File: config.mk
export PLATFORM = sky130hd
export DESIGN_NAME = uart_transmitter
export DESIGN_NICKNAME = d
export VERILOG_FILES = /design/src/rtl/uart_transmitter.sv
export SDC_FILE = /design/constraint.sdc
export NUM_CORES = 1
export LEC_CHECK = 0
export ABC_AREA = 1
export CAP_MARGIN = 20
export CELL_PAD_IN_SITES_DETAIL_PLACEMENT = 2
export CELL_PAD_IN_SITES_GLOBAL_PLACEMENT = 2
export CORE_ASPECT_RATIO = 0.5
export CORE_UTILIZATION = 36
export DETAILED_ROUTE_END_ITERATION = 8
export GPL_ROUTABILITY_DRIVEN = 0
export HOLD_SLACK_MARGIN = 0.03
export PLACE_DENSITY_LB_ADDON = 0.1
export SLEW_MARGIN = 20
export SYNTH_ARGS = -nofsm -noshare
export SYNTH_HDL_FRONTEND = slang
export SYNTH_SLANG_ARGS = --single-unit
File: constraint.sdc
create_clock -name clk -period 2.7 [get_ports clk]
set_input_delay 0.405 -clock clk [delete_from_list [all_inputs] [get_ports clk]]
set_output_delay 0.405 -clock clk [all_outputs]
set_load 0.03 [all_outputs]
File: src/rtl/uart_transmitter.sv
// 8N1 UART transmitter: accepts a byte over ready/valid and shifts it out LSB first
// on a registered TX line that idles high. Each bit lasts CLOCK_FREQ/BAUD_RATE cycles.
module uart_transmitter #(
    parameter int CLOCK_FREQ = 125_000_000,
    parameter int BAUD_RATE  = 115_200
) (
    input  logic       clk,
    input  logic       rst_n,
    input  logic [7:0] data_in,
    input  logic       data_in_valid,
    output logic       data_in_ready,
    output logic       serial_out
);

    localparam int SYMBOL_EDGE_TIME = CLOCK_FREQ / BAUD_RATE;
    localparam int CW               = $clog2(SYMBOL_EDGE_TIME);

    localparam logic [CW-1:0] LAST_CYCLE = CW'(SYMBOL_EDGE_TIME - 1);
    localparam logic [3:0]    LAST_BIT   = 4'd9;

    localparam logic [0:0] IDLE = 1'b0;
    localparam logic [0:0] SEND = 1'b1;

    logic [0:0]    state;
    logic [8:0]    frame;    // bits still to send after the one on the line: data then stop
    logic [3:0]    bit_cnt;
    logic [CW-1:0] cyc_cnt;

    // Ready depends only on state, so there is no path from valid back to ready.
    assign data_in_ready = (state == IDLE);

    // The start bit goes straight into serial_out at acceptance, so only the
    // remaining nine frame bits need to be held in the shift register.
    always_ff @(posedge clk or negedge rst_n) begin
        if (!rst_n) begin
            state      <= IDLE;
            frame      <= '1;
            bit_cnt    <= '0;
            cyc_cnt    <= '0;
            serial_out <= 1'b1;
        end else if (state == IDLE) begin
            if (data_in_valid) begin
                state      <= SEND;
                frame      <= {1'b1, data_in};
                bit_cnt    <= '0;
                cyc_cnt    <= '0;
                serial_out <= 1'b0;
            end
        end else begin
            if (cyc_cnt == LAST_CYCLE) begin
                cyc_cnt <= '0;
                if (bit_cnt == LAST_BIT) begin
                    state      <= IDLE;
                    bit_cnt    <= '0;
                    serial_out <= 1'b1;
                end else begin
                    bit_cnt    <= bit_cnt + 4'd1;
                    serial_out <= frame[0];
                    frame      <= {1'b1, frame[8:1]};
                end
            end else begin
                cyc_cnt <= cyc_cnt + CW'(1);
            end
        end
    end

endmodule

==> flow_summary.yaml <==
synth:
  synthArstFlopShare: 1.000
  synth_top_area_frac: 0.2728
  ys_warn_count: 0
  seq_area_frac_synth: 0.4339
  ys_seq_elements: 25
  synth.area.top_cells: "dfrtp_1 (27%), nand2_1 (18%), dfstp_2 (16%)"
  syn_area_mm2: 0.001468
  syn_inst: 181
  synth.distinct_cells: 29
  netlist_top_cells_count: "nand2_1 (70), dfrtp_1 (16), inv_1 (13)"
  post-synth-top-count-cell: "nand2_1"
  syn_nets: 196
  synthFlopType: "dfrtp_1"
  synth_area_leader_cell: "dfrtp_1"
  synth_edf_count: 0
  syn-mean-instance-area_um2: 8.109
clocking:
  clkSlewWorstSetupHoldPaths_ps: 90
  numCtsBuffers: 3
  cts_tree: "built"
  root_buffer: "clkbuf_8"
  cts_resized: 0
  clock_path_buffers: 2
  cts_hold_buf: 0
  clkLatencyLatePin_ps: 270
  postCtsSetupRepairBufs: 0
  htree_levels: 1
  cts.sinks: 25
setup_path:
  crit_path_end_kind: "output port"
  startpoint_type: "flip-flop"
  required_ps: 2300
  arrival_ps: 1580
  crit_type: "flip-flop to output port"
  crit_path_max_incr_delay_ps: 690
  cp_slowest_cell: "clkdlybuf4s50_1"
  crit_family: "buffers and inverters"
  path_cells: "clkinv_1, clkdlybuf4s50_1"
  cp_max_fo: 9
  timing.critical_path.buf_inv: 2
drt:
  ant_nets: 0
  post_drt_wl_per_cell_um: 15.45
  first_pass_iters: 3
  drt-total-wl_mm: 3.801
  via_per_inst: 5.024
  drt_iter0_drc: 33
  drc: 0
  num_vias: 1236
finish:
  n_fill_cell: 428
  drive_above_1_share: 0.1282
  finalNetCount: 211
  fin_util: 0.4564
  area_growth_pct: 13.81
  antenna_cells: 0
  multi_input_area_um2: 737.0
  final-seq-area_um2: 636.9
placed_design:
  portBuffers: 12
  dpl.hpwl_mm: 2.863
timing:
  holdWs_ps: 467.5
  min_period_ps: 1987
  hold_viol_final: 0
  slew_headroom: 0.6426
  setup_viol: 0
  setup_tns_ps: 0
  fmax_mhz: 503.4
  final_max_slew_viol_count: 0
  rsz0062_at_grt: "no"
  worstMarginPinSlew_ps: 535.6
  fin_crit_sh: 0.7358
  skew_ps: 4.124
die:
  core-area_mm2: 0.003660
  start_util: 0.4010
  pin_count: 13
  std_cell_rows: 15
  die_y_um: 47.15
  dieArea_mm2: 0.004352
  dieWidth_um: 92.30
grt:
  grt_util_all_layers: 0.1972
  grt_pass1_wl_mm: 6.382
  antenna_found_initial: 0
  grt_max_degree: 26
  grt_pass1_vias: 1312
  grt.overflow.total: 0
hold_path:
  hold_class: "flip-flop to flip-flop"
power_and_ir_drop:
  irDropWorstVdd_mv: 0.1952
  power_w: 0.001132
  leakage_nw: 0.7624
  power_density_mw_per_mm2: 677.9
run:
  maxCapViolCount: 0
run_status:
  outcome: "finished clean"
[where the power goes]
| group | total (W) | internal (W) | switching, W |
|---|---|---|---|
| combinational | 0.000317 | 0.000134 | 0.000183 |
| clock | 0.000229 | 0.000106 | 0.000123 |
| sequential | 0.000587 | 0.000478 | 0.000109 |
[worst register-to-register path, delay by kind of cell (launching register included)]
family,cells,cell delay [ps]
AO/OA/AOI/OAI,1,70
flip-flops,1,370
AND/OR/NAND/NOR,3,370
buffers and inverters,2,730
[cells in the final DEF, fill, tap and decap left out, drive strengths merged]
cell type and instances:
a21oi 2, buf 2, clkbuf 4, clkdlybuf4s50 12, clkinv 1, dfrtp 16
dfstp 9, ha 4, inv 13, nand2 75, nand3 10, nand3b 2
nand4 9, nor2 13, nor3 1, o21ai 13, o21bai 1, o22ai 2
or2 1, xnor2 2, xor2 3
[final cells by class]
type                            instances  share of cell area
Multi-Input combinational cell        138              0.4412
Sequential cell                        25              0.3813
Timing Repair Buffer                   14             0.08090
Tap cell                               51             0.03820
Inverter                               14             0.03146
Clock buffer                            4             0.02697
[per-layer routing]
metal | track usage | vias up | part of all wire
met2 | 0.3746 | 8 | 0.47
met5 | 0 | - | 0
met4 | 0.04063 | 0 | 0.0087
li1 | - | 614 | -
met1 | 0.2404 | 610 | 0.50
met3 | 0.04531 | 4 | 0.022
[cells by family after synthesis]
group / after synthesis / synth area share
XOR/XNOR: 5 / 0.02984
adder cells (fa/ha/maj): 4 / 0.03410
buffers and inverters: 18 / 0.06394
flip-flops: 25 / 0.4339
AND/OR/NAND/NOR: 111 / 0.3734
AO/OA/AOI/OAI: 18 / 0.06479
[worst paths after layout]
path / slack (ps) / endpoint / depth (start not counted) / start
worst max-delay path: 710 / data_in_ready / 2 / state$_DFF_PN0_
worst min-delay path: 470 / frame[2]$_DFFE_PN1P_ / 2 / frame[2]$_DFFE_PN1P_
worst max register to register: 1040 / bit_cnt[0]$_DFFE_PN0P_ / 6 / state$_DFF_PN0_
worst min register to register: 470 / frame[2]$_DFFE_PN1P_ / 2 / frame[2]$_DFFE_PN1P_
max in group asynchronous: 1890 / frame[3]$_DFFE_PN1P_ / 2 / rst_n
min in group asynchronous: 490 / cyc_cnt[4]$_DFFE_PN0P_ / 2 / rst_n
[sequential cells by signal, indices dropped and copies added (netlist names)]
signal      cells
frame           8
cyc_cnt        11
serial_out      1
bit_cnt         4
state           1
[metrics by stage]
step,worst slack (ps),instances,instance area (um2)
detailed placement,747.7,242,1625
floorplan,1363,181,1468
global placement,855.3,242,1625
CTS,673.3,246,1670
finish,713.4,246,1670
global route,627.4,246,1670
Note: power is estimated with default switching activity, not from simulation.
